--- src/rtl/id_ex_stage.sv ---
// ID/EX pipeline register: load-use hazard stall, redirect slot kill and a
// saturating count of the bubbles inserted into EX.
module id_ex_stage #(
  parameter int DW    = 32,
  parameter int CNT_W = 16
) (
  input  logic             clk,
  input  logic             rst_n,
  input  logic             id_regwrite,
  input  logic             id_memtoreg,
  input  logic             id_memread,
  input  logic             id_memwrite,
  input  logic             id_alusrc,
  input  logic             id_dst,
  input  logic [2:0]       id_aluop,
  input  logic [DW-1:0]    id_rs_data,
  input  logic [DW-1:0]    id_rt_data,
  input  logic [DW-1:0]    id_imm,
  input  logic [DW-1:0]    id_pc4,
  input  logic [4:0]       id_rs,
  input  logic [4:0]       id_rt,
  input  logic [4:0]       id_rd,
  input  logic             id_redirect,
  output logic             stall,
  output logic             redirect_ok,
  output logic             ex_regwrite,
  output logic             ex_memtoreg,
  output logic             ex_memread,
  output logic             ex_memwrite,
  output logic             ex_alusrc,
  output logic             ex_dst,
  output logic [2:0]       ex_aluop,
  output logic [DW-1:0]    ex_rs_data,
  output logic [DW-1:0]    ex_rt_data,
  output logic [DW-1:0]    ex_imm,
  output logic [DW-1:0]    ex_pc4,
  output logic [4:0]       ex_rs,
  output logic [4:0]       ex_rt,
  output logic [4:0]       ex_rd,
  output logic             ex_valid,
  output logic [CNT_W-1:0] bubble_cnt
);

  logic w_haz;
  logic w_bubble;
  logic w_cnt_sat;

  // Both source fields are compared regardless of opcode (conservative).
  assign w_haz       = ex_valid & ex_memread & (ex_rt != 5'd0) &
                       ((ex_rt == id_rs) | (ex_rt == id_rt));
  assign w_bubble    = w_haz | id_redirect;
  assign w_cnt_sat   = (bubble_cnt == {CNT_W{1'b1}});
  assign stall       = w_haz;
  assign redirect_ok = id_redirect & ~w_haz;

  // Pipeline register; a bubble only needs the control bits and valid cleared.
  always_ff @(posedge clk or negedge rst_n) begin
    if (!rst_n) begin
      ex_regwrite <= 1'b0;
      ex_memtoreg <= 1'b0;
      ex_memread  <= 1'b0;
      ex_memwrite <= 1'b0;
      ex_alusrc   <= 1'b0;
      ex_dst      <= 1'b0;
      ex_aluop    <= 3'd0;
      ex_valid    <= 1'b0;
      ex_rs_data  <= {DW{1'b0}};
      ex_rt_data  <= {DW{1'b0}};
      ex_imm      <= {DW{1'b0}};
      ex_pc4      <= {DW{1'b0}};
      ex_rs       <= 5'd0;
      ex_rt       <= 5'd0;
      ex_rd       <= 5'd0;
    end else begin
      ex_rs_data <= id_rs_data;
      ex_rt_data <= id_rt_data;
      ex_imm     <= id_imm;
      ex_pc4     <= id_pc4;
      ex_rs      <= id_rs;
      ex_rt      <= id_rt;
      ex_rd      <= id_rd;
      if (w_bubble) begin
        ex_regwrite <= 1'b0;
        ex_memtoreg <= 1'b0;
        ex_memread  <= 1'b0;
        ex_memwrite <= 1'b0;
        ex_alusrc   <= 1'b0;
        ex_dst      <= 1'b0;
        ex_aluop    <= 3'd0;
        ex_valid    <= 1'b0;
      end else begin
        ex_regwrite <= id_regwrite;
        ex_memtoreg <= id_memtoreg;
        ex_memread  <= id_memread;
        ex_memwrite <= id_memwrite;
        ex_alusrc   <= id_alusrc;
        ex_dst      <= id_dst;
        ex_aluop    <= id_aluop;
        ex_valid    <= 1'b1;
      end
    end
  end

  // Bubble counter holds at all-ones instead of wrapping.
  always_ff @(posedge clk or negedge rst_n) begin
    if (!rst_n) begin
      bubble_cnt <= {CNT_W{1'b0}};
    end else if (w_bubble && !w_cnt_sat) begin
      bubble_cnt <= bubble_cnt + {{(CNT_W-1){1'b0}}, 1'b1};
    end else begin
      bubble_cnt <= bubble_cnt;
    end
  end

endmodule

--- config.mk ---
export PLATFORM = sky130hd
export DESIGN_NAME = id_ex_stage
export DESIGN_NICKNAME = d
export VERILOG_FILES = /design/src/rtl/id_ex_stage.sv
export SDC_FILE = /design/constraint.sdc
export NUM_CORES = 1
export LEC_CHECK = 0
export CORE_AREA = 2 2 127 129
export CTS_CLUSTER_SIZE = 40
export DETAILED_ROUTE_END_ITERATION = 12
export DIE_AREA = 0 0 129 131
export PLACE_DENSITY = 0.73
export SYNTH_ARGS = -nofsm -noshare
export SYNTH_HDL_FRONTEND = slang
export SYNTH_SLANG_ARGS = --single-unit
--- constraint.sdc ---
create_clock -name clk -period 4.2 [get_ports clk]
set_clock_uncertainty 0.15 [all_clocks]
set_input_delay 0.42 -clock clk [delete_from_list [all_inputs] [get_ports clk]]
set_output_delay 0.42 -clock clk [all_outputs]
set_load 0.005 [all_outputs]
# Word-level counts from Yosys, hierarchy flattened
# Index checks and enable logic that the tools add are counted.
classes:
  n_mux: 8
  n_addsub: 1
  reduce_logical: 3
  n_eq_ne: 3
  bitwise_logic: 7
op_table:
  columns: ["op", "count"]
  rows:
  - ["$add 16x1->16 const B", 1]
  - ["$eq 16x16->1 const B", 1]
  - ["$eq 5x5->1", 2]
  - ["$mux 1", 7]
  - ["$reduce_bool 5->1", 1]
  - ["$and 1x1->1", 4]
  - ["$mux 3", 1]
  - ["$or 1x1->1", 2]
  - ["$logic_and 1x1->1", 1]
  - ["$logic_not 1->1", 1]
  - ["$not 1->1", 1]
totals:
  register_bits: 169
  wordCells: 38
  in_bits: 155

# Logic depth before layout (Yosys ltp)
logic_depth:
  ltp_word: 5
  ltp_mapped: 7
  mapped_depth_nobuf: 7

# Worst setup path before layout
# No wires, ideal clock.
synth_path:
  path_type: "reg-to-reg"
  startpoint: "register ex_rt[1]"
  endpoint: "register bubble_cnt[1]"
  t_arrival_ns: 1.736
  required_time_ns: 3.925
  path_stages_with_launch: 7
  setup_time_ns: 0.125
  path_slack_ns: 2.189
  cell_sequence: "dfrtp_1 or4_4 o211ai_4 o21bai_4 inv_6 nor2_4 mux2_4"
synth_via:
  elab_chain_len: 5
  word_cells_on_any_way: 8
  classes_between: "2 x eq/ne; 4 x bitwise; 2 x reduce/logical"
synth_lines:
  columns: ["element", "line", "source"]
  rows:
  - ["start: declaration", "38", "output logic [4:0] ex_rt,"]
  - ["start signal: assignment", "80", "ex_rt <= id_rt;"]
  - ["$eq 5x5->1 or $reduce_bool 5->1 (tied branches)", "50, 49", null]
  - ["$or 1x1->1 or $and 1x1->1 (tied branches)", "50, 49", null]
  - ["$and 1x1->1 *", "49", "assign w_haz = ex_valid & ex_memread & (ex_rt != 5'd0) &"]
  - ["$or 1x1->1 *", "51", "assign w_bubble = w_haz | id_redirect;"]
  - ["$logic_and 1x1->1 *", "108", "end else if (w_bubble && !w_cnt_sat) begin"]
  - ["end signal: assignment", "107", "bubble_cnt <= {CNT_W{1'b0}};"]
  - ["end signal: assignment", "109", "bubble_cnt <= bubble_cnt + {{(CNT_W-1){1'b0}}, 1'b1};"]
  - ["end signal: assignment", "111", "bubble_cnt <= bubble_cnt;"]
  - ["end: declaration", "41", "output logic [CNT_W-1:0] bubble_cnt"]
# Mark *: on every way between the ends. The rest lies on a longest branch, timed or not.
# A chain may end at the register's enable or synchronous reset.

# Worst setup path after layout
layout_path:
  startpoint: "register ex_rt[1]"
  endpoint: "output redirect_ok"
layout_via:
  elab_chain_len: 5
  word_cells_on_any_way: 8
  classes_between: "2 x eq/ne; 5 x bitwise; 1 x reduce/logical"
layout_lines:
  columns: ["element", "line", "source"]
  rows:
  - ["$eq 5x5->1 or $reduce_bool 5->1 (tied branches)", "50, 49", null]
  - ["$or 1x1->1 or $and 1x1->1 (tied branches)", "50, 49", null]
  - ["$and 1x1->1 *", "49", null]
  - ["$not 1->1 *", "54", "assign redirect_ok = id_redirect & ~w_haz;"]
  - ["$and 1x1->1 *", "54", null]
  - ["end: declaration", "25", "output logic redirect_ok,"]
# Marked as above.

==> flow_summary.json <==
{
  "stdcell_count": 831,
  "fin_tns_setup_ps": 0,
  "grt_pass1_wl_um": 21200,
  "portBuffers": 325,
  "synth_top_area_share_pct": 86.7,
  "ys_async_sr_fraction_pct": 100,
  "clock_sinks": 169,
  "die_w_um": 129,
  "antenna_found_initial": 1,
  "synth_seq_area_share_pct": 86.7,
  "grt_pass1_vias": 3644,
  "avgSynthCellArea_um2": 19.0,
  "period_needed_ps": 2910,
  "ant_nets": 0,
  "fin_util_pct": 57.7,
  "rows": 46,
  "wire_per_inst_um": 17.6,
  "ys_ff_latch": 169,
  "status": "finished clean",
  "drive_above_1_share_pct": 7.32,
  "clock_latency_ps": 420,
  "hold_viol": 0,
  "crit_path_start_kind": "flop",
  "setup_slack_ps": 1290,
  "cts_tree": "built",
  "fp.dieH_um": 131,
  "power_density_nw_per_um2": 432,
  "max-clock-path-buffers": 2,
  "slowest_delay_ps": 570,
  "cts_setup_buffers": 0,
  "finalWirelength_um": 14600,
  "arrival_ps": 2340,
  "final_cell_mix": "324 x clkdlybuf4s50_1, 169 x dfrtp_1, 17 x clkbuf_16, 14 x xor2_1, 9 x and2_1",
  "cp_max_fo": 4,
  "maxCapViolCount": 0,
  "cts.repair.resized": 0,
  "ys_types": 31,
  "dpl.cell_count": 798,
  "critPathRequiredTime_ps": 3630,
  "cp_num_buf_inv": 1,
  "track_usage_pct": 17.3,
  "drt_iter0_drc": 141,
  "drc": 0,
  "synth_flop_cell": "dfrtp_1",
  "path_cells": "or4_4 > o211ai_4 > nor2_1 > nor2b_1 > clkdlybuf4s50_1",
  "root_buffer": "clkbuf_16",
  "post-place-ws_ps": 1440,
  "postCtsHoldBufs": 1,
  "overflow": 0,
  "setup_violations": 0,
  "multiInputGateArea_um2": 634,
  "grt_start_max_net_pins": 90,
  "drv_slew": 0,
  "max_slew_margin_pct": 49.5,
  "post-dp-hpwl_um": 11600,
  "diodes": 0,
  "synthTopCellsByArea": "dfrtp_1 87%, xor2_1 2.5%, and2_1 1.2%",
  "cts_buffers": 17,
  "min_period_over_period_pct": 69.4,
  "cts.clk_slew.worst_paths_ps": 70,
  "synth_enable_flop_cells": 0,
  "syn_inst": 257,
  "hold_path.class": "in2reg",
  "cpMaxStageDelayCell": "or4_4",
  "fin_nets": 758,
  "synth_area_um2": 4880,
  "endpoint_kind": "output pin",
  "p_leak_nw": 3.76,
  "firstDrtPassIters": 5,
  "crit_type": "reg2out",
  "ir_worst_vdd_mv": 0.281,
  "start_util_pct": 31.3,
  "dieArea_um2": 16900,
  "ioPinCount": 326,
  "fill_cells": 1241,
  "layout_commonest_cell": "clkdlybuf4s50_1",
  "path_delay_family": "simple AND/OR/NAND/NOR gates",
  "htreeDepth": 4,
  "vias": 3462,
  "syn-num-nets": 413,
  "regArea_um2": 4230,
  "viasPerCell": 4.17,
  "rsz0062_at_grt": "false",
  "yosys_warnings": 0,
  "area_growth_pct": 84.6,
  "core_um2": 15600,
  "gp_congestion": 0.893,
  "timing.fmax_ghz": 0.343,
  "yosysTopAreaCell": "dfrtp_1",
  "tightest_slew_ps": 758
}
## layout make-up
class | count | share of cell area (%)
Multi-Input combinational cell | 86 | 7.05
Clock buffer | 19 | 4.81
Tap cell | 216 | 3.00
Sequential cell | 169 | 47.0
Inverter | 1 | 0.0973
Clock inverter | 13 | 1.60
Timing Repair Buffer | 327 | 36.5
## Yosys cell counts, types with 2 or more instances
cell,count
a21oi_1,4
a31oi_1,4
and2_1,9
and3_1,2
and4_1,2
dfrtp_1,169
mux2_4,2
nand2_1,4
nand2b_1,2
nand3_1,7
nand4_1,3
nor2_1,7
nor3_1,5
nor3_2,3
o21ai_0,2
xnor2_1,4
xor2_1,14
## cells by family after synthesis
family / share of synthesized area, %
AO/OA/AOI/OAI: 2.57
XOR/XNOR: 3.23
adder cells (fa/ha/maj): 0.257
buffers and inverters: 0.282
flip-flops: 86.7
multiplexers: 0.847
AND/OR/NAND/NOR: 6.11
## stage by stage
stage	instance area, um^2	hold slack, ps	total power [mW]
floorplan	4880	-25.6	1.95
global placement	8420	330	2.39
detailed placement	8420	352	2.41
CTS	9000	263	3.95
global route	9000	257	4.07
finish	9000	287	3.89
## worst reg2reg max path, cell delays in order (launching register included)
cell	delay (ps)
dfrtp_1	460
xor2_1	200
nor3_2	190
a22oi_2	150
o21bai_4	310
inv_6	130
nor3_2	240
mux2_4	320
## registers in the layout, indices dropped and copies added (netlist names), 3 cells and up
| register | cells |
|---|---|
| ex_imm | 32 |
| ex_pc4 | 32 |
| ex_rs_data | 32 |
| ex_rt_data | 32 |
| bubble_cnt | 16 |
| ex_rd | 5 |
| ex_rs | 5 |
| ex_rt | 5 |
| ex_aluop | 3 |
## report_power, final
part | internal (mW) | total (mW) | switching [mW] | leakage (nW)
combinational | 0.370 | 0.550 | 0.180 | 1.49
sequential | 1.74 | 1.82 | 0.0814 | 2.00
clock | 0.880 | 1.52 | 0.637 | 0.270
## routing by layer
| layer | global-route usage (%) | wire length, um |
|---|---|---|
| met5 | 0 | 11 |
| met3 | 7.21 | 1400 |
| met4 | 6.78 | 280 |
| met2 | 29.7 | 7670 |
| met1 | 19.3 | 5250 |
## path summary, 6_finish.rpt
path | start | endpoint | slack [ps] | depth (start not counted)
setup reg to reg | ex_rt[0]$_DFF_PN0_ | bubble_cnt[14]$_DFFE_PN0P_ | 1940 | 7
setup / recovery | ex_rt[1]$_DFF_PN0_ | redirect_ok | 1290 | 5
min in group asynchronous | rst_n | ex_rt[0]$_DFF_PN0_ | 430 | 2
hold reg to reg | bubble_cnt[11]$_DFFE_PN0P_ | bubble_cnt[11]$_DFFE_PN0P_ | 360 | 1
max in group asynchronous | rst_n | ex_rt_data[2]$_DFF_PN0_ | 2540 | 3
hold / removal | id_imm[29] | ex_imm[29]$_DFF_PN0_ | 290 | 1
(Power assumes the default switching activity.)
